==> src/rtl/sound_mix_seq_if.sv <==
// sound_mix_seq_if: load/ready handshake between the channel-mixing sequencer
// (master) and the serial volume multiplier-accumulator (slave).
interface sound_mix_seq_if;
    logic [5:0]  mac_vol;      // channel volume presented with the load pulse
    logic [7:0]  mac_dat;      // channel sample (sign-inverted format)
    logic        mac_load;     // one-cycle load pulse
    logic        mac_clr_sum;  // restart accumulation; meaningful only with mac_load
    logic        mac_ready;    // MAC finished the last load
    logic [15:0] mac_sum;      // running accumulated sum

    modport master (
        output mac_vol, mac_dat, mac_load, mac_clr_sum,
        input  mac_ready, mac_sum
    );

    modport slave (
        input  mac_vol, mac_dat, mac_load, mac_clr_sum,
        output mac_ready, mac_sum
    );
endinterface

==> src/rtl/sound_mix_seq.sv <==
// sound_mix_seq: on each sample tick, walks every channel twice (left group,
// then right group), feeds each group member to the MAC one at a time and
// publishes the two accumulated sums as a stereo pair.
// Optional feature macro: MIX_OVERRUN_EN adds a sticky overrun flag raised by
// a start tick that arrives while a mix is still in progress.
module sound_mix_seq #(
    parameter int             NCH       = 8,
    parameter int             CW        = 3,
    parameter logic [NCH-1:0] LEFT_MASK = 'h0F
) (
    input  logic                  clock,
    input  logic                  reset,
    input  logic                  start,
    output logic [CW-1:0]         ch_sel,
    input  logic [5:0]            vol_in,
    input  logic [7:0]            dat_in,
    sound_mix_seq_if.master       mac,
    output logic [15:0]           left_out,
    output logic [15:0]           right_out,
    output logic                  out_stb,
`ifdef MIX_OVERRUN_EN
    input  logic                  ovr_clr,
    output logic                  overrun,
`endif
    output logic                  busy
);

    typedef enum logic [2:0] {IDLE, SCAN, LOAD, WAIT, STORE, DONE} state_t;
    typedef enum logic {PASS_L, PASS_R} pass_t;

    localparam logic [CW-1:0] LAST_CH = CW'(NCH - 1);

    state_t        state_q, state_d;
    pass_t         pass_q, pass_d;
    logic [CW-1:0] ch_sel_q, ch_sel_d;
    logic          first_q, first_d;
    logic [15:0]   hold_l_q, hold_l_d;
    logic [15:0]   left_q, left_d;
    logic [15:0]   right_q, right_d;

    logic          in_group;
    logic          last_ch;
    logic [15:0]   store_val;

    // A channel is part of the current pass when its mask bit matches the pass side.
    assign in_group  = (LEFT_MASK[ch_sel_q] == (pass_q == PASS_L));
    assign last_ch   = (ch_sel_q == LAST_CH);
    // An empty group never touched the MAC, so its stale sum must not leak out.
    assign store_val = first_q ? 16'h0000 : mac.mac_sum;

    // Next-state and datapath updates for the scan/load/wait/store sequence.
    always_comb begin
        // NOTE: every signal gets a default before the case so no path can leave it unassigned and infer a latch.
        state_d  = state_q;
        pass_d   = pass_q;
        ch_sel_d = ch_sel_q;
        first_d  = first_q;
        hold_l_d = hold_l_q;
        left_d   = left_q;
        right_d  = right_q;
        case (state_q)
            IDLE: begin
                if (start) begin
                    pass_d   = PASS_L;
                    ch_sel_d = '0;
                    first_d  = 1'b1;
                    state_d  = SCAN;
                end
            end
            SCAN: begin
                if (in_group) begin
                    state_d = LOAD;
                end else if (last_ch) begin
                    state_d = STORE;
                end else begin
                    ch_sel_d = ch_sel_q + CW'(1);
                end
            end
            LOAD: begin
                first_d = 1'b0;
                state_d = WAIT;
            end
            WAIT: begin
                if (mac.mac_ready) begin
                    if (last_ch) begin
                        state_d = STORE;
                    end else begin
                        ch_sel_d = ch_sel_q + CW'(1);
                        state_d  = SCAN;
                    end
                end
            end
            STORE: begin
                if (pass_q == PASS_L) begin
                    hold_l_d = store_val;
                    pass_d   = PASS_R;
                    ch_sel_d = '0;
                    first_d  = 1'b1;
                    state_d  = SCAN;
                end else begin
                    left_d  = hold_l_q;
                    right_d = store_val;
                    state_d = DONE;
                end
            end
            DONE:    state_d = IDLE;
            default: state_d = IDLE;
        endcase
    end

    // State register with synchronous reset; partial sums are dropped on reset.
    always_ff @(posedge clock) begin
        // NOTE: sequential state uses non-blocking assignments so every flop samples the pre-edge values.
        if (reset) begin
            state_q  <= IDLE;
            pass_q   <= PASS_L;
            ch_sel_q <= '0;
            first_q  <= 1'b1;
            hold_l_q <= '0;
            left_q   <= '0;
            right_q  <= '0;
        end else begin
            state_q  <= state_d;
            pass_q   <= pass_d;
            ch_sel_q <= ch_sel_d;
            first_q  <= first_d;
            hold_l_q <= hold_l_d;
            left_q   <= left_d;
            right_q  <= right_d;
        end
    end

`ifdef MIX_OVERRUN_EN
    logic overrun_q, overrun_d;

    // Sticky overrun: a start tick during a mix sets it, and set beats clear.
    always_comb begin
        overrun_d = overrun_q;
        if (ovr_clr) overrun_d = 1'b0;
        if (start && (state_q != IDLE)) overrun_d = 1'b1;
    end

    // Overrun flag register.
    always_ff @(posedge clock) begin
        if (reset) overrun_q <= 1'b0;
        else       overrun_q <= overrun_d;
    end

    assign overrun = overrun_q;
`endif

    assign ch_sel          = ch_sel_q;
    assign mac.mac_vol     = vol_in;
    assign mac.mac_dat     = dat_in;
    assign mac.mac_load    = (state_q == LOAD);
    assign mac.mac_clr_sum = (state_q == LOAD) && first_q;
    assign left_out        = left_q;
    assign right_out       = right_q;
    assign out_stb         = (state_q == DONE);
    assign busy            = (state_q != IDLE);

endmodule

==> src/flat_wrapper.sv <==
// flat-port wrapper written by rule: the top's interface ports become plain ports
module sound_mix_seq_flat 
#(
    parameter int             NCH       = 8,
    parameter int             CW        = 3,
    parameter logic [NCH-1:0] LEFT_MASK = 'h0F
)
  (clock, reset, start, ch_sel, vol_in, dat_in, left_out, right_out, out_stb, busy, mac_mac_vol, mac_mac_dat, mac_mac_load, mac_mac_clr_sum, mac_mac_ready, mac_mac_sum);
  sound_mix_seq_if mac_i ();
  input  logic clock;
  input  logic reset;
  input  logic start;
  output logic [CW-1:0] ch_sel;
  input  logic [5:0] vol_in;
  input  logic [7:0] dat_in;
  output logic [15:0] left_out;
  output logic [15:0] right_out;
  output logic out_stb;
  output logic busy;
  output wire logic [$bits(mac_i.mac_vol)-1:0] mac_mac_vol;
  output wire logic [$bits(mac_i.mac_dat)-1:0] mac_mac_dat;
  output wire logic [$bits(mac_i.mac_load)-1:0] mac_mac_load;
  output wire logic [$bits(mac_i.mac_clr_sum)-1:0] mac_mac_clr_sum;
  input wire logic [$bits(mac_i.mac_ready)-1:0] mac_mac_ready;
  input wire logic [$bits(mac_i.mac_sum)-1:0] mac_mac_sum;
  assign mac_mac_vol = mac_i.mac_vol;
  assign mac_mac_dat = mac_i.mac_dat;
  assign mac_mac_load = mac_i.mac_load;
  assign mac_mac_clr_sum = mac_i.mac_clr_sum;
  assign mac_i.mac_ready = mac_mac_ready;
  assign mac_i.mac_sum = mac_mac_sum;
  sound_mix_seq #(.NCH(NCH), .CW(CW), .LEFT_MASK(LEFT_MASK)) u_core (.clock(clock), .reset(reset), .start(start), .ch_sel(ch_sel), .vol_in(vol_in), .dat_in(dat_in), .mac(mac_i), .left_out(left_out), .right_out(right_out), .out_stb(out_stb), .busy(busy));
endmodule
==> config.mk <==
export PLATFORM = sky130hd
export DESIGN_NAME = sound_mix_seq_flat
export DESIGN_NICKNAME = d
export VERILOG_FILES = /design/src/rtl/sound_mix_seq_if.sv /design/src/rtl/sound_mix_seq.sv /design/src/flat_wrapper.sv
export SDC_FILE = /design/constraint.sdc
export NUM_CORES = 1
export LEC_CHECK = 0
export CORE_MARGIN = 10
export CORE_UTILIZATION = 40
export DETAILED_ROUTE_END_ITERATION = 10
export PLACE_DENSITY = 0.73
export SYNTH_ARGS = -nofsm -noshare
export SYNTH_HDL_FRONTEND = slang
export SYNTH_SLANG_ARGS = --single-unit
==> constraint.sdc <==
create_clock -name clock -period 3.55 [get_ports clock]
set_input_delay 0.355 -clock clock [delete_from_list [all_inputs] [get_ports clock]]
set_output_delay 0.355 -clock clock [all_outputs]
set_load 0.005 [all_outputs]
==> results.sh, run 1 <==
export IMPL_outcome="complete, no violations"
export IMPL_cp_start_kind="flop"
export IMPL_final_cell_mix="nand2_1, dfxtp_1, clkdlybuf4s50_1"
export IMPL_power_density_mw_per_mm2=450.2
export IMPL_grt_setup_unrepaired="false"
export IMPL_postCtsSetupRepairBufs=0
export IMPL_initial_core_util_pct=40.70
export IMPL_rr_endpoint="u_core.hold_l_q[3]"
export IMPL_gp_congestion=0.8598
export IMPL_finalWirelength_um=5757
export IMPL_cts_buffer_depth=2
export IMPL_irDropWorstVdd_v=0.0002956
export IMPL_die_h_um=97.15
export IMPL_syn_num_nets=339
export IMPL_min_period_ns=2.402
export IMPL_ys_seq_area_share_pct=47.92
export IMPL_synthesis_area_mm2=0.002381
export IMPL_grt_max_degree=57
export IMPL_r2r_slack_ns=1.61
export IMPL_dp_hpwl_um=3924
export IMPL_slew_headroom_pct=32.57
export IMPL_postSynthAreaPerCell_um2=7.832
export IMPL_htreeDepth=3
export IMPL_firstDrtPassIters=4
export IMPL_cts_tree="done"
export IMPL_rows=28
export IMPL_dieWidth_um=97.15
export IMPL_setup_tns_ns=0
export IMPL_yosysWarnings=0
export IMPL_p_leak_uw=0.001022
export IMPL_synthTopCellsByArea="dfxtp_1, nand2_1, a21oi_1, nor2b_1, buf_4"
export IMPL_synth_cells=304
export IMPL_critPathKind="reg2out"
export IMPL_finalCritPeriodShare_pct=67.67
export IMPL_viasPerCell=4.847
export IMPL_reg2reg_depth=4
export IMPL_finalHoldViolCount=0
export IMPL_skew_ns=0.006428
export IMPL_startpoint="u_core.first_q"
export IMPL_layout_commonest_cell="nand2_1"
export IMPL_synthDistinctLibCells=35
export IMPL_clk_latency_ns=0.34
export IMPL_tightest_slew_ns=1.008
export IMPL_cp_endpoint="mac_mac_clr_sum"
export IMPL_grt_ovfl_total=0
export IMPL_cts_root_buffer="clkbuf_8"
export IMPL_yosys_area_top_type="dfxtp_1"
export IMPL_nFillCells=566
export IMPL_postRouteAntennaNets=0
export IMPL_worstSetupEndpointType="primary output"
export IMPL_grt_pass1_wl_um=9418
export IMPL_total_power_uw=1372
export IMPL_wl_per_cell_um=13.74
export IMPL_core_mm2=0.005851
export IMPL_ctsHoldBuffers=0
export IMPL_drive_gt1_share_pct=6.977
export IMPL_r2r_start="u_core.state_q[2]"
export IMPL_io_buffers=58
export IMPL_netlist_area_leader_share_pct=47.92
export IMPL_numClockSinks=57
export IMPL_numCtsBuffers=9
export IMPL_cp_required_ns=3.19
export IMPL_grt_use_total_pct=12.09
export IMPL_ios=87
export IMPL_ys_ff_latch=57
export IMPL_worstPathArrival_ns=2.05
export IMPL_worstHoldPathType="reg2reg"
export IMPL_crit_fanout=17
export IMPL_drc=0
export IMPL_setup_viol=0
export IMPL_grt_pass1_vias=1969
export IMPL_die_area_mm2=0.009438
export IMPL_cts_reportedPaths_clkPinSlew_ns=0.06
export IMPL_area_growth_pct=28.01
export IMPL_timing_final_max_slew_violations=0
export IMPL_antenna_found_initial=0
export IMPL_drv_cap=0
export IMPL_antennaDiodeCount=0
export IMPL_fmax_mhz=416.3
export IMPL_vias=2031
export IMPL_ctsResizeCount=0
export IMPL_drt_initial_drc_count=53
export IMPL_fin_nets=375
## worst min path at each step
stage	start	end	cells after the start
final	u_core.hold_l_q[4]	u_core.left_out[4]	2
after global routing	u_core.hold_l_q[12]	u_core.hold_l_q[12]	2
after CTS	u_core.hold_l_q[4]	u_core.left_out[4]	2
after detailed placement	u_core.hold_l_q[4]	u_core.left_out[4]	2
after global placement	u_core.hold_l_q[13]	u_core.left_out[13]	2
after floorplan	u_core.hold_l_q[0]	u_core.left_out[0]	2
## metrics by stage
step | instance area (µm²) | util (%) | hold WS (ns) | worst slack (ns) | instances
after floorplan | 2381 | - | 0.4321 | 2.027 | 304
after global placement | 2853 | 48.76 | 0.4408 | 1.562 | 404
after detailed placement | 2853 | 48.76 | 0.4453 | 1.518 | 404
after CTS | 3048 | 52.10 | 0.4517 | 1.098 | 419
after global routing | 3048 | 52.10 | 0.4692 | 0.9694 | 419
final | 3048 | 52.10 | 0.4495 | 1.148 | 419
## worst max-delay path, cell delays in order (launching register included)
cell and delay [ns]:
dfxtp_1 0.72, inv_1 0.12, nor4_1 0.30, clkdlybuf4s50_1 0.57
## kinds of logic after synthesis
kind of cell / count (synthesis) / synth area share (%)
and+or+nand+nor: 136 / 24.70
buffers and inverters: 39 / 9.406
DFF: 57 / 47.92
muxes: 1 / 0.4204
xor gates and xnor gates: 1 / 0.3679
adders and majority gates: 1 / 0.5254
AOI/OAI and AO/OA: 69 / 16.66
## final cells by class
cell class,count,area (µm²),area share [%]
flip-flops and latches,57,1141,37.44
multi-input cells,208,1016,33.33
repair buffers,59,583.1,19.13
clock buffers,12,155.1,5.090
well taps,75,93.84,3.079
clock inverters,3,40.04,1.314
inverters,5,18.77,0.6158
## cell usage after synthesis
library cell and n:
dfxtp_1 57, and2_1 1, and3_1 1, buf_6 2, a211oi_1 2, a21oi_1 54
nor2_1 3, buf_2 5, inv_2 1, nor4_1 1, o21ai_0 4, ha_1 1
a21oi_2 1, clkbuf_1 11, o2bb2ai_2 1, nor2b_1 20, o31ai_1 2, a32o_1 1
nand2_1 101, buf_1 1, and3_2 1, nand2b_1 2, inv_1 4, a211oi_4 1
buf_4 15, mux2i_1 1, o21ai_1 1, or2_2 1, a31o_1 1, a21o_2 1
nor3_1 2, xor2_1 1, nand3_1 1, or3_1 1, nor2_2 1
## registers in the layout (all words and copies together) (netlist names), named ones only
register,count
u_core.right_out,16
u_core.hold_l_q,16
u_core.ch_sel,3
u_core.pass_q,1
u_core.state_q,3
u_core.left_out,16
u_core.first_q,1
## metal layers
| layer | up-vias | global-route usage (%) | routed length [µm] |
|---|---|---|---|
| li1 | 1046 | - | - |
| met1 | 919 | 12.49 | 2424 |
| met2 | 58 | 20.01 | 2754 |
| met3 | 8 | 5.903 | 463 |
| met4 | 0 | 5.902 | 114 |
| met5 | - | 0 | 0 |
## where the power goes
group,internal (µW),leakage (µW),total [µW],switching (µW)
clock network,356,0.000102,603,247
registers,647,0.000460,660,13.1
logic,56.3,0.000460,109,53.1
total,1060,0.00102,1370,313
Power figures use the tool's default switching activity.
==> run 2, diff against run 1 <==
- PLACE_DENSITY: 0.73 -> 0.76
- clock period: 3.55 -> 2 ns (I/O delays scaled with it)
==> run 2 against run 1 <==
Effect of this change:
- clock-buffer cell count up 2
- combinational power up 85%
- non-clock buffer count up 5
- critical path depth down 1
- clock power up 84%
- routed wire length up 1.2%
- sequential power up 77%
- power up 81%
- critical path type unchanged
- critical endpoint is now busy
- largest cell class unchanged
==> results.sh, run 2 (synthesis results as in run 1) <==
export IMPL_irDropWorstVdd_v=0.0007379
export IMPL_finalCritPeriodShare_pct=95.20
export IMPL_numCtsBuffers=9
export IMPL_cts_tree="done"
export IMPL_drc=0
export IMPL_min_period_ns=1.904
export IMPL_cts_reportedPaths_clkPinSlew_ns=0.06
export IMPL_nFillCells=571
export IMPL_skew_ns=0.005995
export IMPL_grt_use_met1_pct=13.57
export IMPL_drv_cap=0
export IMPL_setup_tns_ns=0
export IMPL_worstSetupEndpointType="primary output"
export IMPL_antenna_found_initial=0
export IMPL_rows=28
export IMPL_ctsResizeCount=0
export IMPL_wl_per_cell_um=13.71
export IMPL_tightest_slew_ns=0.5945
export IMPL_viasPerCell=4.828
export IMPL_grt_util_met3_pct=5.619
export IMPL_io_buffers=58
export IMPL_final_area_mm2=0.003098
export IMPL_cp_top_family="buffers and inverters"
export IMPL_outcome="complete, no violations"
export IMPL_grt_max_degree=35
export IMPL_drt_initial_drc_count=69
export IMPL_cp_cell_sequence="or3_1 > clkdlybuf4s50_1"
export IMPL_startpoint="u_core.state_q[2]"
export IMPL_cts_buffer_depth=2
export IMPL_cp_start_kind="flop"
export IMPL_dpl_cell_area_mm2=0.002890
export IMPL_postRouteAntennaNets=0
export IMPL_power_density_mw_per_mm2=801.2
export IMPL_worstHoldPathType="in2reg"
export IMPL_antennaDiodeCount=0
export IMPL_grt_pass1_wl_um=9535
export IMPL_drive_gt1_share_pct=8.286
export IMPL_post_route_util_pct=52.95
export IMPL_die_area_mm2=0.009438
export IMPL_clk_latency_ns=0.33
export IMPL_final_cell_mix="nand2_1, dfxtp_1, clkdlybuf4s50_1"
export IMPL_htreeDepth=3
export IMPL_slowest_stage="clkdlybuf4s50_1"
export IMPL_finalHoldViolCount=0
export IMPL_ios=87
export IMPL_slowest_delay_ns=0.47
export IMPL_layout_commonest_cell="nand2_1"
export IMPL_grt_ovfl_total=0
export IMPL_gp_congestion=0.8982
export IMPL_worst_path_buf_inv=1
export IMPL_postCtsSetupRepairBufs=0
export IMPL_setup_viol=0
export IMPL_timing_final_max_slew_violations=0
export IMPL_total_power_uw=2482
export IMPL_firstDrtPassIters=4
export IMPL_fin_nets=380
export IMPL_die_h_um=97.15
export IMPL_finalWirelength_um=5825
export IMPL_critPathKind="reg2out"
export IMPL_core_mm2=0.005851
export IMPL_p_leak_uw=0.001050
export IMPL_grt_busiest_layer="met2"
export IMPL_met2_usage_pct=19.55
export IMPL_slew_headroom_pct=60.37
export IMPL_grt_setup_unrepaired="false"
export IMPL_dieWidth_um=97.15
export IMPL_numClockSinks=57
export IMPL_worstPathArrival_ns=1.70
export IMPL_initial_core_util_pct=40.70
export IMPL_r2r_start="u_core.state_q[2]"
export IMPL_grt_use_total_pct=12.14
export IMPL_cp_required_ns=1.80
export IMPL_vias=2052
export IMPL_ctsHoldBuffers=0
export IMPL_dp_hpwl_um=4083
export IMPL_grt_pass1_vias=1985
export IMPL_fmax_mhz=525.2
export IMPL_cts_root_buffer="clkbuf_8"
export IMPL_area_growth_pct=30.11
export IMPL_r2r_slack_ns=0.15
export IMPL_hp_start="reset"
export IMPL_crit_fanout=13
[run 2: changes by cell type in the layout (fill, tap and decap cells not counted), sizes merged]
cell / change
clkbuf: +2
buf: +5
clkinv: -1
[run 2: through the flow]
step / worst slack [ns] / hold slack, ns / instances
after floorplan: 0.4771 / 0.3163 / 304
after global placement: 0.2894 / 0.4000 / 409
after detailed placement: 0.1847 / 0.4000 / 409
after CTS: 0.07031 / 0.2531 / 425
after global routing: 0.03879 / 0.2821 / 425
final: 0.09592 / 0.2681 / 425
[run 2: worst register-to-register path, stage by stage, from the launching register on]
cell and delay, ns:
dfxtp_1 0.60, nor2b_1 0.17, a31o_1 0.28, a211oi_4 0.28, o21ai_1 0.14, a32o_1 0.27
[run 2: final cells by class]
class / count / area (µm²) / share of cell area [%]
Timing Repair Buffer: 64 / 620.6 / 20.03
Clock inverter: 2 / 35.03 / 1.131
Multi-Input combinational cell: 208 / 1016 / 32.79
Tap cell: 75 / 93.84 / 3.029
Clock buffer: 14 / 172.7 / 5.574
Sequential cell: 57 / 1141 / 36.83
Inverter: 5 / 18.77 / 0.6058
[run 2: per-layer routing]
metal / vias to the layer above / part of all wire [%]
met4: 0 / 0.36
met5: - / 0
met3: 4 / 7.8
met1: 932 / 45
li1: 1055 / -
met2: 61 / 47
[run 2: where the power goes]
part	internal, µW	switching, µW	leakage [µW]	total (µW)
Sequential	1150	18.8	0.000460	1170
Clock	676	437	0.000107	1110
Combinational	103	99.1	0.000484	202
[run 2: final timing paths]
check | endpoint | cells past startpoint
worst max register to register | u_core.ch_sel[0] | 5
worst max-delay path | busy | 2
worst min register to register | u_core.left_out[4] | 2
worst min-delay path | u_core.state_q[0] | 2
==> run 3, diff against run 2 <==
- ABC_AREA: not set -> 0
==> results of run 3 <==
Same layout as run 2: the final DEF is identical, and so are final timing and power.
